## src/rtl/fetch_seq_unpack_if.sv

```systemverilog
// rtl/fetch_seq_unpack_if.sv - job, memory-read and row-FIFO signals of fetch_seq_unpack
interface fetch_seq_unpack_if #(
    parameter int ADDR_WIDTH = 32,
    parameter int DATA_WIDTH = 8,
    parameter int NUM_ROWS   = 8
);
    logic                  start;
    logic [ADDR_WIDTH-1:0] base_addr;
    logic                  mem_read;
    logic [ADDR_WIDTH-1:0] mem_address;
    logic                  mem_waitrequest;
    logic [63:0]           mem_readdata;
    logic                  mem_readdatavalid;
    logic [NUM_ROWS-1:0]   fifo_wr_en;
    logic [DATA_WIDTH-1:0] fifo_wdata;
    logic [NUM_ROWS-1:0]   fifo_full;
    logic                  busy;
    logic                  done;

    modport master (
        input  start, base_addr, mem_waitrequest, mem_readdata, mem_readdatavalid, fifo_full,
        output mem_read, mem_address, fifo_wr_en, fifo_wdata, busy, done
    );

    modport slave (
        output start, base_addr, mem_waitrequest, mem_readdata, mem_readdatavalid, fifo_full,
        input  mem_read, mem_address, fifo_wr_en, fifo_wdata, busy, done
    );
endinterface

```

## src/rtl/fetch_seq_unpack.sv

```systemverilog
// rtl/fetch_seq_unpack.sv - fetches NUM_ROWS words, one read outstanding, and unpacks
// each word LSB byte first into its row FIFO
module fetch_seq_unpack #(
    parameter int ADDR_WIDTH = 32,
    parameter int DATA_WIDTH = 8,
    parameter int NUM_ROWS   = 8
) (
    input logic               clk,
    input logic               rst,
    fetch_seq_unpack_if.master bus
);
    localparam int ROW_W = (NUM_ROWS > 1) ? $clog2(NUM_ROWS) : 1;
    localparam logic [ROW_W-1:0] LAST_ROW = ROW_W'(NUM_ROWS - 1);

    typedef enum logic [2:0] {IDLE, REQ, WAIT, UNPACK, DONE} state_t;

    state_t                state, state_nx;
    logic [ROW_W-1:0]      row, row_nx;
    logic [2:0]            byte_idx, byte_nx;
    logic [63:0]           hold, hold_nx;
    logic [ADDR_WIDTH-1:0] addr, addr_nx;
    logic                  mem_read_q, done_q, busy_q;
    logic                  wr_ok;
    logic [NUM_ROWS-1:0]   wr_en;
    logic [DATA_WIDTH-1:0] wdata;

    // Strobe is qualified by the live full flag so it can never land in a full FIFO.
    always_comb begin
        wr_ok = (state == UNPACK) && !bus.fifo_full[row];
        wr_en = '0;
        wdata = '0;
        if (wr_ok) begin
            wr_en[row] = 1'b1;
            wdata      = hold[{byte_idx, 3'b000} +: DATA_WIDTH];
        end
    end

    always_comb begin
        state_nx = state;
        row_nx   = row;
        byte_nx  = byte_idx;
        hold_nx  = hold;
        addr_nx  = addr;
        case (state)
            IDLE: begin
                if (bus.start) begin
                    addr_nx  = bus.base_addr;
                    row_nx   = '0;
                    state_nx = REQ;
                end
            end
            REQ: begin
                if (!bus.mem_waitrequest) state_nx = WAIT;
            end
            WAIT: begin
                if (bus.mem_readdatavalid) begin
                    hold_nx  = bus.mem_readdata;
                    byte_nx  = 3'd0;
                    state_nx = UNPACK;
                end
            end
            UNPACK: begin
                if (wr_ok) begin
                    byte_nx = byte_idx + 3'd1;
                    if (byte_idx == 3'd7) begin
                        if (row == LAST_ROW) begin
                            state_nx = DONE;
                        end else begin
                            // Address tracks base + row and wraps naturally at the top.
                            row_nx   = row + ROW_W'(1);
                            addr_nx  = addr + ADDR_WIDTH'(1);
                            state_nx = REQ;
                        end
                    end
                end
            end
            DONE:    state_nx = IDLE;
            default: state_nx = IDLE;
        endcase
    end

    always_ff @(posedge clk) begin
        if (rst) begin
            state      <= IDLE;
            row        <= '0;
            byte_idx   <= 3'd0;
            hold       <= '0;
            addr       <= '0;
            mem_read_q <= 1'b0;
            done_q     <= 1'b0;
            busy_q     <= 1'b0;
        end else begin
            state      <= state_nx;
            row        <= row_nx;
            byte_idx   <= byte_nx;
            hold       <= hold_nx;
            addr       <= addr_nx;
            mem_read_q <= (state_nx == REQ);
            done_q     <= (state_nx == DONE);
            busy_q     <= (state_nx != IDLE);
        end
    end

    assign bus.mem_read    = mem_read_q;
    assign bus.mem_address = addr;
    assign bus.fifo_wr_en  = wr_en;
    assign bus.fifo_wdata  = wdata;
    assign bus.busy        = busy_q;
    assign bus.done        = done_q;
endmodule
```

## src/flat_wrapper.sv

```systemverilog
// flat-port wrapper written by rule: the top's interface ports become plain ports
module fetch_seq_unpack_flat 
#(
    parameter int ADDR_WIDTH = 32,
    parameter int DATA_WIDTH = 8,
    parameter int NUM_ROWS   = 8
)
  (clk, rst, bus_start, bus_base_addr, bus_mem_waitrequest, bus_mem_readdata, bus_mem_readdatavalid, bus_fifo_full, bus_mem_read, bus_mem_address, bus_fifo_wr_en, bus_fifo_wdata, bus_busy, bus_done);
  fetch_seq_unpack_if #(.ADDR_WIDTH(ADDR_WIDTH), .DATA_WIDTH(DATA_WIDTH), .NUM_ROWS(NUM_ROWS)) bus_i ();
  input logic clk;
  input logic rst;
  input wire logic [$bits(bus_i.start)-1:0] bus_start;
  input wire logic [$bits(bus_i.base_addr)-1:0] bus_base_addr;
  input wire logic [$bits(bus_i.mem_waitrequest)-1:0] bus_mem_waitrequest;
  input wire logic [$bits(bus_i.mem_readdata)-1:0] bus_mem_readdata;
  input wire logic [$bits(bus_i.mem_readdatavalid)-1:0] bus_mem_readdatavalid;
  input wire logic [$bits(bus_i.fifo_full)-1:0] bus_fifo_full;
  output wire logic [$bits(bus_i.mem_read)-1:0] bus_mem_read;
  output wire logic [$bits(bus_i.mem_address)-1:0] bus_mem_address;
  output wire logic [$bits(bus_i.fifo_wr_en)-1:0] bus_fifo_wr_en;
  output wire logic [$bits(bus_i.fifo_wdata)-1:0] bus_fifo_wdata;
  output wire logic [$bits(bus_i.busy)-1:0] bus_busy;
  output wire logic [$bits(bus_i.done)-1:0] bus_done;
  assign bus_i.start = bus_start;
  assign bus_i.base_addr = bus_base_addr;
  assign bus_i.mem_waitrequest = bus_mem_waitrequest;
  assign bus_i.mem_readdata = bus_mem_readdata;
  assign bus_i.mem_readdatavalid = bus_mem_readdatavalid;
  assign bus_i.fifo_full = bus_fifo_full;
  assign bus_mem_read = bus_i.mem_read;
  assign bus_mem_address = bus_i.mem_address;
  assign bus_fifo_wr_en = bus_i.fifo_wr_en;
  assign bus_fifo_wdata = bus_i.fifo_wdata;
  assign bus_busy = bus_i.busy;
  assign bus_done = bus_i.done;
  fetch_seq_unpack #(.ADDR_WIDTH(ADDR_WIDTH), .DATA_WIDTH(DATA_WIDTH), .NUM_ROWS(NUM_ROWS)) u_core (.clk(clk), .rst(rst), .bus(bus_i));
endmodule
```

## config.mk

```make
export PLATFORM = sky130hd
export DESIGN_NAME = fetch_seq_unpack_flat
export DESIGN_NICKNAME = d
export VERILOG_FILES = /design/src/rtl/fetch_seq_unpack_if.sv /design/src/rtl/fetch_seq_unpack.sv /design/src/flat_wrapper.sv
export SDC_FILE = /design/constraint.sdc
export NUM_CORES = 1
export LEC_CHECK = 0
export CAP_MARGIN = 20
export CORE_UTILIZATION = 43
export DETAILED_ROUTE_END_ITERATION = 6
export GPL_TIMING_DRIVEN = 0
export PLACE_DENSITY = 0.76
export SLEW_MARGIN = 20
export SYNTH_ARGS = -nofsm -noshare
export SYNTH_HDL_FRONTEND = slang
export SYNTH_SLANG_ARGS = --single-unit
```

## constraint.sdc

```tcl
create_clock -name clk -period 2.2 [get_ports clk]
set_input_delay 0.33 -clock clk [delete_from_list [all_inputs] [get_ports clk]]
set_output_delay 0.33 -clock clk [all_outputs]
set_load 0.02 [all_outputs]
```

; ---- After elaboration in Yosys (flattened, before gate mapping)
; Cells that the tools add are included.
[word_totals]
regBits = 108
input_bits = 109
out_inout_bits = 51
word_cells = 62
[op_classes]
add_sub_neg = 3
n_lt_le_gt_ge = 2
eq_ne = 12
shift = 1
n_mux = 26
n_reduce_logical = 10
[op_table]
columns = cell, n
row1 = 2-to-1 mux 32 bit, 4
row2 = one-hot mux 32 bit (2 select lines), 1
row3 = indexed part select 64 x 7 -> 8 bit, 1
row4 = 2-to-1 mux 3 bit, 12
row5 = adder 32 x 1 -> 32 bit (second input constant), 1
row6 = 2-to-1 mux 8 bit, 2
row7 = one-hot mux 3 bit (2 select lines), 2
row8 = one-hot mux 3 bit (4 select lines), 1
row9 = equality test 3 bit (second input constant), 3
row10 = != test 2 bit (second input constant), 4
row11 = adder 3 x 1 -> 3 bit (second input constant), 2
row12 = equality test 3 x 1 -> 1 bit (second input constant), 2
row13 = equality test 3 x 2 -> 1 bit (second input constant), 2
row14 = AND reduction 5 bit, 1
row15 = < comparator 3 x 4 -> 1 bit (second input constant), 1
row16 = nonzero test 2 bit, 2
row17 = binary-select mux 1 bit (select 3 bit), 1
row18 = demux 1 bit (select 3 bit), 1
row19 = greater-or-equal comparator 3 x 1 -> 1 bit (second input constant), 1
row20 = zero test 3 bit, 1
row21 = AND reduction 3 bit, 1
row22 = nonzero test 3 bit, 1
row23 = logical AND 1 bit, 2
row24 = 2-to-1 mux 1 bit, 2
row25 = other kinds (3), 3

; ---- Depth between registers and ports, before layout
[depth]
word_depth = 7
mapped_depth = 8
mapped_depth_nobuf = 6

; ---- Worst setup path before layout
; OpenSTA, ideal clock, no wires.
[synth_timing]
path_kind = register to output
start = register u_core.state[0]
end = output port bus_fifo_wr_en[2]
arrival_ns = 1.848
t_required_ns = 1.870
path_slack_ns = 0.022
path_stages_with_launch = 7
n_path_buf = 3
path_cell_list = dfxtp_1 > clkbuf_1 > and3b_1 > clkbuf_1 > clkbuf_1 > nand2_1 > nor4_1
[synth_via]
elab_chain_len = 3
[synth_rtl]
columns = element, line
row1 = "start, declared", fetch_seq_unpack.sv:17  ; state_t state, state_nx;
row2 = "start signal, assigned", fetch_seq_unpack.sv:93  ; state <= state_nx;
row3 = equality test 3 x 2 -> 1 bit, fetch_seq_unpack.sv:29  ; wr_ok = (state == UNPACK) && !bus.fifo_full[row];
row4 = logical AND 1 bit, fetch_seq_unpack.sv:29
row5 = 2-to-1 mux 8 bit, fetch_seq_unpack.sv:32  ; if (wr_ok) begin
row6 = "end, declared", flat_wrapper.sv:20  ; output wire logic [$bits(bus_i.fifo_wr_en)-1:0] bus_fifo_wr_en;
; No other way between the ends.

; ---- Worst setup path after layout
[layout_timing]
start = register u_core.row[1]
end = output port bus_fifo_wdata[3]
[layout_via]
elab_chain_len = 5
[layout_rtl]
columns = element, line
row1 = "start, declared", fetch_seq_unpack.sv:18  ; logic [ROW_W-1:0] row, row_nx;
row2 = "start signal, assigned", fetch_seq_unpack.sv:94  ; row <= row_nx;
row3 = binary-select mux 1 bit (select 3 bit), fetch_seq_unpack.sv:29
row4 = 2-to-1 mux 1 bit (not written as such), fetch_seq_unpack.sv:29
row5 = zero test 1 bit, fetch_seq_unpack.sv:29
row6 = logical AND 1 bit, fetch_seq_unpack.sv:29
row7 = 2-to-1 mux 8 bit, fetch_seq_unpack.sv:32
row8 = "end, declared", flat_wrapper.sv:21  ; output wire logic [$bits(bus_i.fifo_wdata)-1:0] bus_fifo_wdata;
; No other way between the ends. The select of a mux whose other input is x is not followed.

==> flow_summary.yaml <==
run_status:
  status: "complete, but fails checks"
  violations: "setup timing"
setup_path:
  worstSetupPathType: "flop to output pin"
  worstPathRequired_ns: 1.87
  cp.arrival_ns: 2.00
  cp-end-kind: "output pin"
  critPathLaunchType: "flop"
  worstPathMaxFanout: 5
floorplan:
  rows: 40
  coreArea_mm2: 0.0123
  pin_count: 160
  initial_core_util_pct: 44.9
  fp.dieH_um: 115
  die_area_mm2: 0.0133
  die_w_um: 115
logic_synthesis:
  async_flop_share_pct: 0
  yosysWarnings: 0
  netlist_area_mm2: 0.00551
  synth_nets: 799
  synth-simple-area-share_pct: 24.5
  netlist_instances: 685
  synth-adder-area-share_pct: 1.14
  synth_cell_types: 59
  synth_top_flop_cell: "dfxtp_1"
  synthMuxAreaShare_pct: 9.52
  synth-edff-count: 0
  synthXorXnorAreaFrac_pct: 0
  ys_ff_latch: 108
  avgSynthCellArea_um2: 8.04
  yosysSeqAreaShare_pct: 39.3
  synth_compound_area_share_pct: 20.5
  synth_top_family_by_area: "simple AND/OR/NAND/NOR gates"
routing:
  drc: 0
  dr.pass1.iters: 5
  ant_nets: 0
  first_iter_violations: 554
  vias_per_cell: 5.86
  drt-total-wl_um: 19600
  num_vias: 6129
  wire_per_inst_um: 18.8
grt:
  grt.overflow.total: 0
  grt_pass1_wl_um: 30300
  grt_max_degree: 20
  grt_usage_pct: 29.8
  grt_pass1_vias: 5903
  antenna_found_initial: 0
timing:
  fmax_ghz: 0.429
  timing.final.crit_period_ns: 2.33
  maxSlewViolCount: 0
  finalSetupTns_ns: -1.54
  max_slew_margin_pct: 41.0
  skew_ns: 0.00957
  tightest_slew_ns: 0.877
  grt_setup_unrepaired: "yes"
  fin_crit_sh_pct: 106
  hold_violations: 0
  setup_viol: 18
  final.setup.worst_slack_ns: -0.133
cts:
  clk_pin_slew_worst_paths_ns: 0.07
  cts_tree: "done"
  clock-sinks: 108
  clock_latency_ns: 0.35
  clk_path_buf_depth: 2
  htree_num_levels: 3
  cts_root_buf: "clkbuf_16"
  numCtsBuffers: 9
  cts-hold-fix-buffers: 0
placement:
  hpwl_um: 14200
  gp_congestion: 0.915
  io_buffers: 158
  place_area_mm2: 0.00730
final_layout:
  area_growth_pct: 46.7
  final_cell_area_mm2: 0.00808
  drive_gt1_share_pct: 16.3
  layout.nets: 987
  n_antenna_cell: 0
power:
  cellPowerDensity_mw_per_mm2: 610
  power_leakage_nw: 2.85
  ir_drop_uv: 343
min_path:
  holdCritPathClass: "input port to flop"
run:
  drv_cap: 0
==> worst max-delay path: stages, from the launching register on <==
cell and delay [ns]:
dfxtp_4 0.36, buf_8 0.13, mux2i_1 0.12, mux4_2 0.55, nand2_4 0.13, clkbuf_16 0.17, nor2_4 0.05, buf_6 0.14
==> sequential cells by signal, indices dropped and copies added, names as in the netlist <==
signal	flops
u_core.bus.mem_read	1
u_core.row	3
u_core.bus.done	1
u_core.bus.mem_address	32
u_core.byte_idx	3
u_core.hold	64
u_core.state	3
u_core.bus.busy	1
==> logic make-up after synthesis <==
group / Yosys count
AOI/OAI and AO/OA: 184
adders and majority gates: 5
muxes: 31
buffers and inverters: 59
and+or+nand+nor: 298
DFF: 108
==> what timing repair did <==
item                                    CTS  global route
gates cloned                              1             1
endpoints found under the setup margin   66           104
pin swaps                                 9             5
resized for setup                       141            36
setup buffers                            12             7
==> placed cells by master (no fill, tap or decap), types with 5 or more instances in the layout <==
cell | synthesis | final
nand3_1 | 12 | 12
buf_6 | 7 | 15
a21oi_1 | 103 | 103
o32ai_1 | 7 | 6
and3_1 | 7 | 7
nor3_1 | 14 | 13
nand2_1 | 182 | 180
nor2_1 | 30 | 20
a21o_1 | 10 | 10
nor2_4 | 0 | 6
clkbuf_16 | 0 | 10
a31oi_1 | 10 | 10
buf_2 | 2 | 6
ha_1 | 5 | 5
mux2i_1 | 13 | 10
dfxtp_2 | 0 | 5
nand4_1 | 19 | 19
mux4_2 | 17 | 17
o21ai_0 | 17 | 16
clkbuf_1 | 38 | 28
dfxtp_1 | 108 | 102
a31o_2 | 7 | 6
clkdlybuf4s50_1 | 0 | 140
buf_4 | 0 | 23
==> where the power goes <==
group          total, mW  internal [mW]  switching [mW]
registers           2.13           2.04          0.0948
logic              0.856          0.446           0.410
clock network       1.94           1.13           0.806
==> per-stage QoR <==
| stage | setup WS (ns) | std cells | hold slack, ns | util, % | total power, mW |
|---|---|---|---|---|---|
| final | -0.133 | 1046 | 0.452 | 65.9 | 4.93 |
| after CTS | -0.106 | 1038 | 0.442 | 64.5 | 4.87 |
| after global placement | -1.02 | 1011 | 0.440 | 59.5 | 2.95 |
| after floorplan | 0.0215 | 685 | 0.433 | - | 2.53 |
| after global routing | -0.162 | 1046 | 0.468 | 65.9 | 5.05 |
| after detailed placement | -1.07 | 1011 | 0.446 | 59.5 | 2.97 |
==> area by class of cell <==
class                           instances  area (µm²)
Buffer                                 54         360
Clock buffer                            9         225
Clock inverter                          7         133
Fill cell                            1004        4190
Inverter                                3        11.3
Multi-Input combinational cell        518        3230
Sequential cell                       108        2170
Tap cell                              168         210
Timing Repair Buffer                  179        1740
==> final timing paths <==
kind	from	end	slack, ns	cells past startpoint
max	u_core.row[1]	bus_fifo_wdata[3]	-0.13	7
min	rst	u_core.bus.mem_address[25]	0.45	3
max reg2reg	u_core.row[1]	u_core.bus.mem_address[9]	-0.05	9
min reg2reg	u_core.hold[21]	u_core.hold[21]	0.46	2
==> cell usage after synthesis (all sizes together) (2+ instances only) <==
master,n,share of area [%]
o21ai,19,1.9
mux2i,13,2.4
a21o,10,1.4
ha,5,1.1
o31a,4,0.64
mux4,17,7.0
nor2,30,2.0
nor3,15,1.5
o32ai,7,1.1
nor2b,2,0.23
o41ai,2,0.32
nand3,13,1.3
clkbuf,40,2.8
nand2b,4,0.45
dfxtp,108,39
or3,2,0.23
a211oi,4,0.55
or4,2,0.34
nor3b,2,0.27
and3,7,0.80
a32o,2,0.36
a31oi,11,1.5
and2,6,0.68
nand4,19,2.2
or2,2,0.23
a21oi,105,9.7
a31o,7,1.1
nor4,7,1.2
nand2,182,12
o31ai,4,0.55
inv,3,0.20
buf,16,2.1
==> per-layer routing <==
| layer | wire length [µm] | global-route usage (%) | vias up |
|---|---|---|---|
| li1 | - | - | 2828 |
| met1 | 7990 | 38.2 | 2922 |
| met2 | 9550 | 50.8 | 329 |
| met3 | 1550 | 3.11 | 50 |
| met4 | 535 | 13.4 | 0 |
| met5 | 0 | 0 | - |
Note: power is estimated with default switching activity, not from simulation.
